==> src/rtl/pc_fetch_ctrl.sv <==
// pc_fetch_ctrl
// Instruction-fetch controller. It owns the fetch PC, issues one
// instruction-memory request at a time and hands each returned word to the
// IF/ID stage together with the incremented PC of its fetch address.
// Jump/branch redirects are honoured in every state. A redirect that arrives
// while a request is still outstanding is parked until the memory answers, and
// the stale word is then discarded.
//
// Ports
//   clk            rising-edge clock
//   reset_n        asynchronous active-low reset
//   pc             current fetch PC (feeds the external sequential incrementer)
//   pc_plus        pc+1 returned combinationally by the incrementer
//   stall          IF/ID cannot accept an instruction this cycle
//   branch_taken   branch redirect request, target in branch_target
//   jump           jump redirect request, target in jump_target (wins over branch)
//   imem_req       instruction-memory request, address imem_addr (= pc)
//   imem_ack       memory completion, word in imem_data
//   instr_valid    instruction presented to IF/ID in instr / instr_pc_plus
module pc_fetch_ctrl #(
  parameter int               CSIZE    = 31,
  parameter logic [CSIZE:0]   RESET_PC = '0
) (
  input  logic             clk,
  input  logic             reset_n,
  output logic [CSIZE:0]   pc,
  input  logic [CSIZE:0]   pc_plus,
  input  logic             stall,
  input  logic             branch_taken,
  input  logic [CSIZE:0]   branch_target,
  input  logic             jump,
  input  logic [CSIZE:0]   jump_target,
  output logic             imem_req,
  output logic [CSIZE:0]   imem_addr,
  input  logic             imem_ack,
  input  logic [CSIZE:0]   imem_data,
  output logic             instr_valid,
  output logic [CSIZE:0]   instr,
  output logic [CSIZE:0]   instr_pc_plus
);

  typedef enum logic [1:0] {
    IDLE = 2'd0,
    REQ  = 2'd1,
    HOLD = 2'd2
  } state_t;

  state_t         state;
  state_t         state_next;

  logic           redirect;
  logic [CSIZE:0] redirect_target;

  logic           pend_valid;
  logic [CSIZE:0] pend_target;

  logic [CSIZE:0] pc_next;
  logic           pend_valid_next;
  logic [CSIZE:0] pend_target_next;
  logic           instr_valid_next;
  logic [CSIZE:0] instr_next;
  logic [CSIZE:0] instr_pc_plus_next;

  // Jump has priority over a taken branch when both are requested together.
  always_comb begin
    redirect        = jump | branch_taken;
    redirect_target = jump ? jump_target : branch_target;
  end

  // State register.
  always_ff @(posedge clk or negedge reset_n) begin
    if (!reset_n) begin
      state <= IDLE;
    end else begin
      state <= state_next;
    end
  end

  // Next-state logic. HOLD is only entered for a word that will really be
  // delivered, i.e. no redirect is current or parked when the ack arrives.
  always_comb begin
    state_next = state;
    case (state)
      IDLE: state_next = REQ;
      REQ: begin
        if (imem_ack && !redirect && !pend_valid && stall) begin
          state_next = HOLD;
        end
      end
      HOLD: begin
        if (redirect || !stall) begin
          state_next = REQ;
        end
      end
      default: state_next = IDLE;
    endcase
  end

  // Output logic: memory is only requested in REQ; the address is always the
  // PC, which never moves while a request is outstanding.
  always_comb begin
    imem_req  = (state == REQ);
    imem_addr = pc;
  end

  // Datapath next values. instr_valid defaults low so each accepted word is
  // presented for exactly one cycle unless it is being held for a stalled
  // IF/ID. A same-cycle redirect overrides a parked one when the ack lands.
  always_comb begin
    pc_next            = pc;
    pend_valid_next    = pend_valid;
    pend_target_next   = pend_target;
    instr_valid_next   = 1'b0;
    instr_next         = instr;
    instr_pc_plus_next = instr_pc_plus;
    case (state)
      IDLE: begin
        pend_valid_next = 1'b0;
        if (redirect) begin
          pc_next = redirect_target;
        end
      end
      REQ: begin
        if (imem_ack) begin
          if (redirect) begin
            pc_next         = redirect_target;
            pend_valid_next = 1'b0;
          end else if (pend_valid) begin
            pc_next         = pend_target;
            pend_valid_next = 1'b0;
          end else begin
            instr_valid_next   = 1'b1;
            instr_next         = imem_data;
            instr_pc_plus_next = pc_plus;
            if (!stall) begin
              pc_next = pc_plus;
            end
          end
        end else if (redirect) begin
          pend_valid_next  = 1'b1;
          pend_target_next = redirect_target;
        end
      end
      HOLD: begin
        if (redirect) begin
          pc_next = redirect_target;
        end else if (!stall) begin
          pc_next = pc_plus;
        end else begin
          instr_valid_next = 1'b1;
        end
      end
      default: begin
        pend_valid_next = 1'b0;
      end
    endcase
  end

  // Datapath registers.
  always_ff @(posedge clk or negedge reset_n) begin
    if (!reset_n) begin
      pc            <= RESET_PC;
      pend_valid    <= 1'b0;
      pend_target   <= '0;
      instr_valid   <= 1'b0;
      instr         <= '0;
      instr_pc_plus <= '0;
    end else begin
      pc            <= pc_next;
      pend_valid    <= pend_valid_next;
      pend_target   <= pend_target_next;
      instr_valid   <= instr_valid_next;
      instr         <= instr_next;
      instr_pc_plus <= instr_pc_plus_next;
    end
  end

endmodule

==> config.mk <==
export PLATFORM = sky130hd
export DESIGN_NAME = pc_fetch_ctrl
export DESIGN_NICKNAME = d
export VERILOG_FILES = /design/src/rtl/pc_fetch_ctrl.sv
export SDC_FILE = /design/constraint.sdc
export NUM_CORES = 1
export LEC_CHECK = 0
export BUFFER_PORTS_ARGS = -buffer_cell sky130_fd_sc_hd__buf_2
export CAP_MARGIN = 25
export CORE_MARGIN = 2
export CORE_UTILIZATION = 45
export CTS_BUF_LIST = sky130_fd_sc_hd__clkbuf_16
export CTS_CLUSTER_DIAMETER = 30
export DETAILED_ROUTE_END_ITERATION = 10
export HOLD_SLACK_MARGIN = 0.02
export PLACE_DENSITY = 0.8
export REMOVE_ABC_BUFFERS = 1
export SETUP_SLACK_MARGIN = 0.5
export SKIP_CTS_REPAIR_TIMING = 1
export SLEW_MARGIN = 30
export SYNTH_ARGS = -nofsm -noshare
export SYNTH_HDL_FRONTEND = slang
export SYNTH_SLANG_ARGS = --single-unit
==> constraint.sdc <==
create_clock -name clk -period 2.37 [get_ports clk]
set_clock_uncertainty 0.15 [all_clocks]
set_input_delay 0.474 -clock clk [delete_from_list [all_inputs] [get_ports clk]]
set_output_delay 0.474 -clock clk [all_outputs]
set_load 0.03 [all_outputs]
# ---- Yosys cells after proc, flatten, opt, wreduce, memory -nomap -nowiden
# Cells that the tools add are included.
dict set report totals {
  regBits 132
  latch_bits 0
  ram_bits 0
  rom_bits 0
  inputBits 134
  output_inout_bits 130
  wordCells 53
  n_memories 0
}
dict set report classes {
  n_addsub 0
  mul 0
  n_div 0
  magnitude_cmp 0
  eq_ne 7
  n_shift 0
  muxes 20
  bitwise 5
  reduce_logical 14
}
# cell n
set ops {}
lappend ops {{2-to-1 mux 32 bit} 7}
lappend ops {{case mux 32 bit (3 select lines)} 1}
lappend ops {{2-to-1 mux 1 bit} 7}
lappend ops {{case mux 2 bit (3 select lines)} 1}
lappend ops {{AND reduction 3 bit} 2}
lappend ops {{2-to-1 mux 2 bit} 2}
lappend ops {{!= test 2 x 1 -> 1 bit, second input constant} 2}
lappend ops {{!= test 2 bit, second input constant} 2}
lappend ops {{NOT 1 bit} 4}
lappend ops {{case mux 1 bit (2 select lines)} 2}
lappend ops {{AND reduction 2 bit} 2}
lappend ops {{AND reduction 4 bit} 1}
lappend ops {{logical AND 1 bit} 3}
lappend ops {{logical NOT 1 bit} 3}
lappend ops {{!= test 3 x 1 -> 1 bit, second input constant} 1}
lappend ops {{nonzero test 3 bit} 1}
lappend ops {{== test 2 x 1 -> 1 bit, second input constant} 1}
lappend ops {{== test 2 bit, second input constant} 1}
lappend ops {{logical NOT 2 bit} 1}
lappend ops {{logical OR 1 bit} 1}
lappend ops {{bitwise OR 1 bit} 1}

# ---- Longest topological paths before layout
dict set report logic_depth {
  word_depth 7
  ltp_mapped 9
  mapped_depth_nobuf 6
}

# ---- Worst setup path after synthesis
# No wires, ideal clock.
dict set report synth_timing {
  kind {flip-flop to flip-flop}
  startpoint {reg state[1]}
  endpoint {reg pend_target[20]}
  setup_ns 0.125
  arrival_ns 1.840
  required_ns 2.095
  setup_slack_ns 0.255
  stages_incl_launch_ff 8
  path_buffers 2
  period_less_slack_ns 2.115
  path_cell_list {dfrtp_1 -> inv_1 -> ha_1 -> buf_4 -> nor2b_4 -> and2b_1 -> buf_4 -> mux2_2}
}
dict set report synth_via {
  elab_chain_cells 2
}
# item line_no
set synth_rtl {}
lappend synth_rtl {{from (decl)} 48} ;# state_t state;
lappend synth_rtl {{from (signal assigned)} 75} ;# state <= state_next;
lappend synth_rtl {{== test 2 x 1 -> 1 bit} -}
lappend synth_rtl {{net imem_req} 33} ;# output logic imem_req,
lappend synth_rtl {{AND reduction 3 bit (no line)} -}
lappend synth_rtl {{to (signal assigned)} 171} ;# pend_target <= pend_target_next;
lappend synth_rtl {{to (decl)} 55} ;# logic [CSIZE:0] pend_target;
# The timed path passes the listed nets, and every way through them passes these cells.
# A chain may end at the register's enable or synchronous reset.

# ---- Final worst setup path
dict set report layout_timing {
  startpoint {reg state[1]}
  endpoint {reg instr_pc_plus[30]}
}
dict set report layout_via {
  elab_chain_cells 2
}
# item line_no
set layout_rtl {}
lappend layout_rtl {{== test 2 x 1 -> 1 bit} 116} ;# case (state)
lappend layout_rtl {{AND reduction 4 bit (no line)} -}
lappend layout_rtl {{to (signal assigned)} 174} ;# instr_pc_plus <= instr_pc_plus_next;
lappend layout_rtl {{to (decl)} 39} ;# output logic [CSIZE:0] instr_pc_plus
# No other way between the ends.

==> impl_results.md <==
* Final hold vios at 0
* CP Cell Sequence: inv_2 -> ha_4 -> nand3b_1 -> nor3_4 -> buf_4 -> clkbuf_16 -> mux2_2
* Compound-Gate Fraction of Synth Area at 0.134
* Delay-heaviest family, CP: buffers and inverters
* Global-route wire length before repair at 28.1 mm
* Clock root buffer master: clkbuf_16
* #FFs+latches synth at 132
* CTS Buf Count at 17
* Diodes inserted at 0
* Crit path time final at 2.08 ns
* Crit-path max FO at 10
* Setup Crit Path Kind: reg -> reg
* Clk buf depth at 2
* Max-slew headroom at 0.681
* Main combinational cell family by area after synthesis: multiplexers
* Post-synthesis cell count at 617
* Critical Path RT at 2.52 ns
* Crit. End Element: flop
* P&R area growth vs syn at 37.4%
* H-Tree Level Count at 4
* Initial DRC count at 470
* Tcrit/Tclk final at 0.878
* Crit-path slowest cell: dfrtp_1
* Row cnt at 44
* Routed vias at 5830
* Worst Path Arrival at 2.23 ns
* Die Y at 126 um
* Synth area leaders: dfrtp_1, mux2_2, mux2i_1
* Crit path largest cell delay at 0.41 ns
* Power Density at 1500 nW/um^2
* Final std cells w/o fill at 1061
* Clock slew at reported path FFs at 0.06 ns
* Adder-cell share of the synthesized area at 0.00742
* Worst-skew pair later-pin latency at 0.42 ns
* Slew Viols, Final at 0
* CTS tree: done
* R2R setup slack at 0.29 ns
* F_max at 0.481 GHz
* Synth Area in Simple Gates at 0.0777
* Ys flop type: dfrtp_1
* Hold Crit Class: in -> reg
* Synth top area share at 0.490
* Layout cells sized above 1 at 0.488
* Synth unique cells at 31
* Hold WS at 0.131 ns
* Synth area leader: dfrtp_1
* CTS sink cnt at 132
* WP buf/inv at 3
* Remaining Overflow, GRT at 0
* DR pass1 iterations at 6
* I/O pin cnt at 264
* Max-cap viol count at 0
* Vias per inst at 5.49
* Core outline area at 14600 um^2
* Die span in x at 126 um
* WL final at 19.7 mm
* Pwr Total at 14000 uW
* Synth Warn # at 0
* Placer Congestion at 0.751
* Detailed Place HPWL at 12.2 mm
* Placed insts at 1006
* Largest net degree at the start of global routing at 49
* Die ar. at 16000 um^2
* Starting Density at 0.463
* Worst setup SP type: flop
* Worst-Margin Slew at 0.478 ns
* Total global-route track usage at 0.221
* Fin nets at 1002
* Post-Syn Area at 6750 um^2
* Fraction of registers with async set/reset at 1.00
* Avg WL per Cell at 18.5 um
* Mux contribution to synthesized area at 0.216
* Vias in the first global route at 5450
* Status: completed
* Top cells by count, synth: dfrtp_1, mux2_2, a21oi_1, mux2i_1, nor2_1
* Most common cell in the netlist: dfrtp_1
* Residual DRC at 0
* RSZ-0062 raised after global routing: yes
* EDFF count, synth at 0
* Sequential area share after synthesis at 0.490
* Syn Area/Cell at 10.9 um^2
* Post-synthesis xor/xnor area fraction at 0
* Final Setup Violations at 0
* Final ANT Viol Nets at 0
* Initial antenna violation count at 0
* Peak supply drop at 0.864 mV
* Static leakage at 0.00470 uW
* # port buffers at 263
[worst paths after layout]
| path | from | end | cells after the start |
|---|---|---|---|
| max | state[1]$_DFFE_PN0P_ | instr_pc_plus[30]$_DFFE_PN0P_ | 7 |
| min reg2reg | instr_pc_plus[16]$_DFFE_PN0P_ | instr_pc_plus[16]$_DFFE_PN0P_ | 1 |
| min in group asynchronous | reset_n | imem_addr[1]$_DFFE_PN0P_ | 2 |
| max reg2reg | state[1]$_DFFE_PN0P_ | instr_pc_plus[30]$_DFFE_PN0P_ | 7 |
| min | imem_data[17] | instr[17]$_DFFE_PN0P_ | 2 |
| max in group asynchronous | reset_n | instr[4]$_DFFE_PN0P_ | 3 |
[cells by family (layout without fill, tap and decap cells)]
kind of cell | Yosys count | in the layout
flip-flops | 132 | 132
AND/OR/NAND/NOR | 108 | 109
AO/OA/AOI/OAI | 154 | 154
multiplexers | 136 | 136
adder cells (fa/ha/maj) | 4 | 4
buffers and inverters | 83 | 342
[placed cells by master (no fill, tap or decap), types with 2 or more instances in the layout]
cell        instances
clkbuf_16          25
and3_1             33
o21ai_0            33
clkinvlp_4          5
a21oi_1            57
a31oi_1            32
nor2_1             57
buf_4              18
mux2_2             34
clkinv_2            5
nand2_1             9
mux2i_1            58
buf_8               2
a21o_1             25
buf_6               5
dfrtp_1           132
mux2_4             44
ha_1                2
inv_1               2
buf_12             12
buf_2             261
bufinv_16           3
[worst register-to-register path, delay by kind of cell (launching register included)]
family	cells	cell delay, ns
fa+ha+maj	1	0.14
flops	1	0.41
buf+inv	3	0.47
simple gates	2	0.46
mux	1	0.33
[report_power, final]
| part | switching (uW) | total (uW) | internal (uW) |
|---|---|---|---|
| combinational | 4480 | 7200 | 2720 |
| sequential | 734 | 4110 | 3380 |
| clock | 1010 | 2650 | 1640 |
| total | 6220 | 14000 | 7730 |
[metal layers]
metal,up-vias,wire length (um),global-route usage
met5,-,0,0
met4,0,312,0.0743
met3,28,1480,0.0485
met2,294,9890,0.376
met1,2839,8000,0.279
li1,2669,-,-
[final cells by class]
cell class | instances | area (um^2)
clock inverters | 15 | 165
well taps | 184 | 230
fillers | 1135 | 5320
inverters | 3 | 11.3
clock buffers | 17 | 425
flip-flops and latches | 132 | 3300
repair buffers | 307 | 1980
multi-input cells | 403 | 3160
[stage by stage]
step / cell area [um^2] / setup slack (ns) / utilization / TNS, ns
floorplan: 6250 / -4.31 / - / -320.23
global placement: 8070 / 0.331 / 0.553 / 0
detailed placement: 8070 / 0.221 / 0.553 / 0
CTS: 8660 / 0.187 / 0.594 / 0
global route: 9270 / 0.237 / 0.636 / 0
finish: 9270 / 0.290 / 0.636 / 0
[registers in the layout, indices dropped and copies added (netlist names)]
signal	cells
state	2
instr_pc_plus	32
instr	32
imem_addr	32
instr_valid	1
pend_valid	1
pend_target	32
Note: power is estimated with default switching activity, not from simulation.
